<file path="config.mk">
export PLATFORM = sky130hd
export DESIGN_NAME = adc_scan_controller
export DESIGN_NICKNAME = d
export VERILOG_FILES = /design/src/rtl/adc_scan_controller.sv
export SDC_FILE = /design/constraint.sdc
export NUM_CORES = 1
export LEC_CHECK = 0
export CORE_MARGIN = 2
export CORE_UTILIZATION = 46
export CTS_CLUSTER_DIAMETER = 150
export DETAILED_ROUTE_END_ITERATION = 10
export PLACE_DENSITY = 0.76
export SETUP_SLACK_MARGIN = 0.2
export SYNTH_ARGS = -nofsm -noshare
export SYNTH_HDL_FRONTEND = slang
export SYNTH_SLANG_ARGS = --single-unit
</file>
<file path="constraint.sdc">
create_clock -name clk -period 1.9 [get_ports clk]
set_input_delay 0.19 -clock clk [delete_from_list [all_inputs] [get_ports clk]]
set_output_delay 0.19 -clock clk [all_outputs]
set_load 0.02 [all_outputs]
</file>
<file path="src/rtl/adc_scan_controller.sv">
// adc_scan_controller
// Scans NUM_CH channels of an ADC0804-style converter through an external
// analog mux, tagging each sample with the channel it came from. Runs one
// scan per start pulse or repeats continuously, and a per-conversion timeout
// keeps a dead converter from stalling the scan.

module adc_scan_controller #(
    parameter int DATA_W    = 8,
    parameter int NUM_CH    = 4,
    parameter int CH_W      = 2,
    parameter int WR_PULSE  = 4,
    parameter int RD_CYCLES = 2,
    parameter int TIMEOUT   = 255
) (
    input  logic              clk,
    input  logic              rst_n,
    input  logic              start,
    input  logic              cont_mode,
    input  logic              enable,
    input  logic              intrupt,
    input  logic [DATA_W-1:0] digital_data,
    output logic              wr_n,
    output logic              rd_n,
    output logic [CH_W-1:0]   ch_sel,
    output logic [DATA_W-1:0] data_out,
    output logic [CH_W-1:0]   data_ch,
    output logic              data_valid,
    output logic [DATA_W-1:0] led_display,
    output logic              busy,
    output logic              scan_done,
    output logic              timeout_err,
    output logic              err_sticky
);

    // One counter is shared by the write strobe, the timeout and the read strobe,
    // so it must be wide enough for the longest of the three.
    localparam int MAX_WR_RD = (WR_PULSE > RD_CYCLES) ? WR_PULSE : RD_CYCLES;
    localparam int CNT_MAX   = (TIMEOUT > MAX_WR_RD) ? TIMEOUT : MAX_WR_RD;
    localparam int CNT_W     = $clog2(CNT_MAX + 1);

    localparam logic [CNT_W-1:0] WR_LAST = CNT_W'(WR_PULSE - 1);
    localparam logic [CNT_W-1:0] RD_LAST = CNT_W'(RD_CYCLES - 1);
    localparam logic [CNT_W-1:0] TO_LAST = CNT_W'(TIMEOUT - 1);
    localparam logic [CNT_W-1:0] CNT_ONE = CNT_W'(1);
    localparam logic [CH_W-1:0]  LAST_CH = CH_W'(NUM_CH - 1);
    localparam logic [CH_W-1:0]  CH_ONE  = CH_W'(1);

    typedef enum logic [2:0] {
        IDLE,
        START,
        WAIT_EOC,
        READ,
        STORE,
        NEXT
    } state_t;

    state_t              state_q, state_d;
    logic [CNT_W-1:0]    cnt_q, cnt_d;
    logic [CH_W-1:0]     ch_sel_q, ch_sel_d;
    logic                wr_n_q, wr_n_d;
    logic                rd_n_q, rd_n_d;
    logic [DATA_W-1:0]   sample_q, sample_d;
    logic [DATA_W-1:0]   data_out_q, data_out_d;
    logic [CH_W-1:0]     data_ch_q, data_ch_d;
    logic [DATA_W-1:0]   led_q, led_d;
    logic                data_valid_q, data_valid_d;
    logic                busy_q, busy_d;
    logic                scan_done_q, scan_done_d;
    logic                timeout_err_q, timeout_err_d;
    logic                err_sticky_q, err_sticky_d;
    logic                intr_meta_q;
    logic                eoc_q;

    // Two-flop synchroniser for the asynchronous end-of-conversion input
    always_ff @(posedge clk or negedge rst_n) begin
        if (!rst_n) begin
            intr_meta_q <= 1'b1;
            eoc_q       <= 1'b1;
        end else begin
            intr_meta_q <= intrupt;
            eoc_q       <= intr_meta_q;
        end
    end

    // Next-state and registered-output logic; every output is computed one cycle ahead
    always_comb begin
        state_d       = state_q;
        cnt_d         = cnt_q;
        ch_sel_d      = ch_sel_q;
        wr_n_d        = 1'b1;
        rd_n_d        = 1'b1;
        sample_d      = sample_q;
        data_out_d    = data_out_q;
        data_ch_d     = data_ch_q;
        led_d         = led_q;
        data_valid_d  = 1'b0;
        scan_done_d   = 1'b0;
        timeout_err_d = 1'b0;
        err_sticky_d  = err_sticky_q;

        unique case (state_q)
            IDLE: begin
                if (start && enable) begin
                    state_d      = START;
                    ch_sel_d     = '0;
                    err_sticky_d = 1'b0;
                    cnt_d        = '0;
                    wr_n_d       = 1'b0;
                end
            end
            START: begin
                if (cnt_q == WR_LAST) begin
                    state_d = WAIT_EOC;
                    cnt_d   = '0;
                end else begin
                    cnt_d  = cnt_q + CNT_ONE;
                    wr_n_d = 1'b0;
                end
            end
            WAIT_EOC: begin
                if (!eoc_q) begin
                    state_d = READ;
                    cnt_d   = '0;
                    rd_n_d  = 1'b0;
                end else if (cnt_q == TO_LAST) begin
                    state_d       = NEXT;
                    cnt_d         = '0;
                    timeout_err_d = 1'b1;
                    err_sticky_d  = 1'b1;
                end else begin
                    cnt_d = cnt_q + CNT_ONE;
                end
            end
            READ: begin
                if (cnt_q == RD_LAST) begin
                    state_d  = STORE;
                    cnt_d    = '0;
                    sample_d = digital_data;
                end else begin
                    cnt_d  = cnt_q + CNT_ONE;
                    rd_n_d = 1'b0;
                end
            end
            STORE: begin
                state_d      = NEXT;
                data_out_d   = sample_q;
                data_ch_d    = ch_sel_q;
                led_d        = sample_q;
                data_valid_d = 1'b1;
            end
            NEXT: begin
                if (ch_sel_q == LAST_CH) begin
                    scan_done_d = 1'b1;
                    if (cont_mode && enable) begin
                        state_d  = START;
                        ch_sel_d = '0;
                        cnt_d    = '0;
                        wr_n_d   = 1'b0;
                    end else begin
                        state_d = IDLE;
                    end
                end else if (enable) begin
                    state_d  = START;
                    ch_sel_d = ch_sel_q + CH_ONE;
                    cnt_d    = '0;
                    wr_n_d   = 1'b0;
                end else begin
                    state_d = IDLE;
                end
            end
            default: begin
                state_d = IDLE;
            end
        endcase

        busy_d = (state_d != IDLE);
    end

    // State and output registers, cleared asynchronously so the ADC strobes release at once
    always_ff @(posedge clk or negedge rst_n) begin
        if (!rst_n) begin
            state_q       <= IDLE;
            cnt_q         <= '0;
            ch_sel_q      <= '0;
            wr_n_q        <= 1'b1;
            rd_n_q        <= 1'b1;
            sample_q      <= '0;
            data_out_q    <= '0;
            data_ch_q     <= '0;
            led_q         <= '0;
            data_valid_q  <= 1'b0;
            busy_q        <= 1'b0;
            scan_done_q   <= 1'b0;
            timeout_err_q <= 1'b0;
            err_sticky_q  <= 1'b0;
        end else begin
            state_q       <= state_d;
            cnt_q         <= cnt_d;
            ch_sel_q      <= ch_sel_d;
            wr_n_q        <= wr_n_d;
            rd_n_q        <= rd_n_d;
            sample_q      <= sample_d;
            data_out_q    <= data_out_d;
            data_ch_q     <= data_ch_d;
            led_q         <= led_d;
            data_valid_q  <= data_valid_d;
            busy_q        <= busy_d;
            scan_done_q   <= scan_done_d;
            timeout_err_q <= timeout_err_d;
            err_sticky_q  <= err_sticky_d;
        end
    end

    assign wr_n        = wr_n_q;
    assign rd_n        = rd_n_q;
    assign ch_sel      = ch_sel_q;
    assign data_out    = data_out_q;
    assign data_ch     = data_ch_q;
    assign data_valid  = data_valid_q;
    assign led_display = led_q;
    assign busy        = busy_q;
    assign scan_done   = scan_done_q;
    assign timeout_err = timeout_err_q;
    assign err_sticky  = err_sticky_q;

endmodule

</file>
==> impl_results.md <==
* Clock net sink count at 40
* Synthesized area divided by synthesized cell count at 11.6 µm²
* Cell Rows at 23
* Total power of the final layout at 0.00450 W
* Floorplan die width at 69.9 µm
* Total Routing Usage GR at 0.203
* Critical path class: flop to flop
* Area of the multi-input gates at 930 µm²
* Number of max-cap violations at 0
* DRC errors left at 0
* Clk slew on worst S/H paths at 80 ps
* RSZ-0062 raised after global routing: true
* Cell type contributing the most total cell area after synthesis: sky130_fd_sc_hd__dfrtp_1
* Required time of the critical path at 2110 ps
* Source of the worst hold timing path: intrupt
* Yosys warning count at 0
* Largest net degree at the start of global routing at 41
* Worst slack after detailed placement at -59.0 ps
* I/O Buffers at 40
* Initial Util at 0.489
* Ratio of cells with drive above 1 in the final layout at 0.332
* Synthesized netlist net count at 191
* Synth Cell Area at 2000 µm²
* Worst-case clock skew at 10.7 ps
* Root buffer selected by CTS: sky130_fd_sc_hd__clkbuf_8
* Initial drt markers at 106
* Most used cells in the layout excluding fill and tap cells: 39 x sky130_fd_sc_hd__clkdlybuf4s50_1, 30 x sky130_fd_sc_hd__dfrtp_1, 19 x sky130_fd_sc_hd__mux2_2
* Core Region at 4090 µm²
* Reg-to-reg critical path startpoint: cnt_q[1]$_DFFE_PN0P_
* TritonCTS clock tree: yes
* Netlist cell types at 44
* Slew at the pin closest to its max-slew limit at 517 ps
* Share of synthesized area occupied by flip-flops and latches at 0.503
* Total die area at 4890 µm²
* Number of synthesized register bits at 40
* Initial antenna violation count at 0
* GPL Wtd Cong at 0.896
* Class of the most critical hold timing path: input pin to flop
* Arrival time reported for the critical path endpoint at 2010 ps
* Overall via count from detail_route at 1,592
* Startpoint type of the worst setup path: flop
* Maximum count of clock buffers along a single path at 2
* Gate count of the mapped netlist at 173
* Worst slew margin relative to its limit at 0.652
* Number of hold violations in the final report at 0
* Final critical-path setup slack at 98.6 ps
* Area contributors post-synth: sky130_fd_sc_hd__dfrtp_1 45%, sky130_fd_sc_hd__mux2_2 11%, sky130_fd_sc_hd__dfstp_2 5.3%
* Most common cell after layout, fill and taps aside: sky130_fd_sc_hd__clkdlybuf4s50_1
* Half-perimeter wire length after placement at 3.19 mm
* Crit. End Element: flop
* Number of cells in the finished layout apart from fillers at 279
* Final hold slack at 301 ps
* Total CTS buffers at 5
* Routed WL at 4.79 mm
* Area added between synthesis and finish at 36.4%
* Fraction of synthesized cell area taken by the top area cell type at 0.451
* Fill cell total of the finished layout at 298
* Worst skew pair latency at 300 ps
* Vias in the first global route at 1,558
* Final critical-path share of the clock period at 0.948
* Count of antenna diodes in the layout at 0
* Status: complete, no violations
* Overall overflow remaining after global route at 0
* Net count of the finished layout at 246
* Critical path launch point: cnt_q[1]$_DFFE_PN0P_
* Final critical path time including I/O delays and setup at 1800 ps
* Ports placed on the boundary at 41
* Pwr Density at 1650 nW/µm²
* Footprint of the flip-flops and latches at 1010 µm²
* Number of routed nets with antenna violations at 0
* Leakage power total at 1.17 nW
* Highest achievable clock rate at 555 MHz
* Pins Over Slew Limit at 0
* Final setup fails at 0
* WL/cell at 17.2 µm
* First-pass GRT wire length at 7.85 mm
* Dpl cells at 261
* Largest fanout on the critical path at 9
* First-pass detailed-route iteration total at 5
* Maximum resistive drop on vdd at 0.798 mV
* Drt via density at 5.71
* Total number of H-tree levels at 2
* Die boundary height at 69.9 µm
-- routing by layer --
| metal | routed length (µm) | up-vias | track usage |
|---|---|---|---|
| met4 | 51 | 0 | 0.0748 |
| li1 | - | 733 | - |
| met3 | 287 | 5 | 0.0390 |
| met1 | 2020 | 793 | 0.273 |
| met2 | 2430 | 61 | 0.327 |
| met5 | 0 | - | 0 |
-- layout make-up --
type	instances	area share
multi-input combinational	113	0.341
tap	50	0.0230
clock buffer	6	0.0303
sequential	40	0.372
inverter	7	0.00964
timing repair buffer	61	0.210
clock inverter	2	0.0142
-- final timing paths --
path | endpoint | slack [ps] | cells past startpoint
max in group asynchronous | ch_sel[0]$_DFFE_PN0P_ | 1040 | 3
min in group asynchronous | scan_done$_DFF_PN0_ | 470 | 3
hold reg to reg | eoc_q$_DFF_PN1_ | 360 | 0
setup / recovery | cnt_q[7]$_DFFE_PN0P_ | 100 | 7
hold / removal | intr_meta_q$_DFF_PN1_ | 300 | 1
setup reg to reg | cnt_q[7]$_DFFE_PN0P_ | 100 | 7
-- synthesized netlist by cell type --
master	instances
sky130_fd_sc_hd__buf_1	1
sky130_fd_sc_hd__and3_1	2
sky130_fd_sc_hd__mux2_2	19
sky130_fd_sc_hd__a311oi_4	1
sky130_fd_sc_hd__a22o_1	2
sky130_fd_sc_hd__nor4_2	1
sky130_fd_sc_hd__o21bai_1	1
sky130_fd_sc_hd__nand4b_2	1
sky130_fd_sc_hd__dfstp_2	4
sky130_fd_sc_hd__o21a_1	2
sky130_fd_sc_hd__nand4_1	1
sky130_fd_sc_hd__o31ai_1	1
sky130_fd_sc_hd__o211ai_1	3
sky130_fd_sc_hd__nor3_1	3
sky130_fd_sc_hd__or4_1	1
sky130_fd_sc_hd__nand2_1	12
sky130_fd_sc_hd__a211oi_1	1
sky130_fd_sc_hd__dfrtp_1	36
sky130_fd_sc_hd__nand4b_1	1
sky130_fd_sc_hd__or2_2	1
sky130_fd_sc_hd__nor4_1	3
sky130_fd_sc_hd__o31a_1	1
sky130_fd_sc_hd__a31oi_1	1
sky130_fd_sc_hd__o21ai_0	10
sky130_fd_sc_hd__o22ai_1	4
sky130_fd_sc_hd__o221ai_1	1
sky130_fd_sc_hd__nor2_1	8
sky130_fd_sc_hd__nand2b_1	2
sky130_fd_sc_hd__and4b_1	1
sky130_fd_sc_hd__buf_2	2
sky130_fd_sc_hd__inv_1	7
sky130_fd_sc_hd__nor2_2	1
sky130_fd_sc_hd__buf_4	8
sky130_fd_sc_hd__nor2b_1	5
sky130_fd_sc_hd__and4_1	2
sky130_fd_sc_hd__nand3_1	3
sky130_fd_sc_hd__buf_6	2
sky130_fd_sc_hd__a21oi_1	7
sky130_fd_sc_hd__ha_1	4
sky130_fd_sc_hd__nor4bb_1	2
sky130_fd_sc_hd__nor4_4	1
sky130_fd_sc_hd__or3b_1	2
sky130_fd_sc_hd__nand4bb_1	1
sky130_fd_sc_hd__a2111oi_4	1
-- flip-flops by register name (all words and copies together) (netlist names), 2 cells and up --
name / flops
ch_sel: 2
cnt_q: 8
sample_q: 8
data_ch: 2
state_q: 3
led_display: 8
-- worst max-delay path: stages, from the launching register on --
cell and delay (ps):
sky130_fd_sc_hd__dfrtp_1 410, sky130_fd_sc_hd__buf_4 150, sky130_fd_sc_hd__ha_2 170, sky130_fd_sc_hd__mux2_2 280, sky130_fd_sc_hd__a311oi_4 310, sky130_fd_sc_hd__buf_12 170, sky130_fd_sc_hd__o221ai_1 120, sky130_fd_sc_hd__o211ai_1 120
-- through the flow --
| stage | cell area, µm² | util | TNS (ps) |
|---|---|---|---|
| 5_1_grt | 2730 | 0.667 | 0 |
| 6_report | 2730 | 0.667 | 0 |
| 3_5_place_dp | 2450 | 0.599 | -321 |
| 4_1_cts | 2660 | 0.650 | 0 |
| 3_3_place_gp | 2450 | 0.599 | 0 |
| 2_1_floorplan | 2000 | - | 0 |
-- cells by family (layout without fill, tap and decap cells) --
family                   after synthesis  count (layout)  share of synthesized area
flip-flops                            40              40                      0.503
AO/OA/AOI/OAI                         36              36                      0.133
adder cells (fa/ha/maj)                4               4                     0.0250
multiplexers                          19              19                      0.107
buffers and inverters                 20              76                     0.0614
AND/OR/NAND/NOR                       54              54                      0.170
-- timing repair --
item                                    in CTS  in global routing
hold endpoints to repair                    36                  0
gates resized for setup                      2                 16
hold buffers                                 1                  0
endpoints found under the setup margin      19                 25
buffers inserted                             7                  2
pin swaps                                    4                  3
-- report_power, final --
part           internal, W  leakage [nW]  switching [W]
clock network     0.000430        0.0614       0.000326
logic              0.00122         0.611        0.00111
registers          0.00117         0.494       0.000247
No activity file was read; power rests on OpenSTA's default activity.
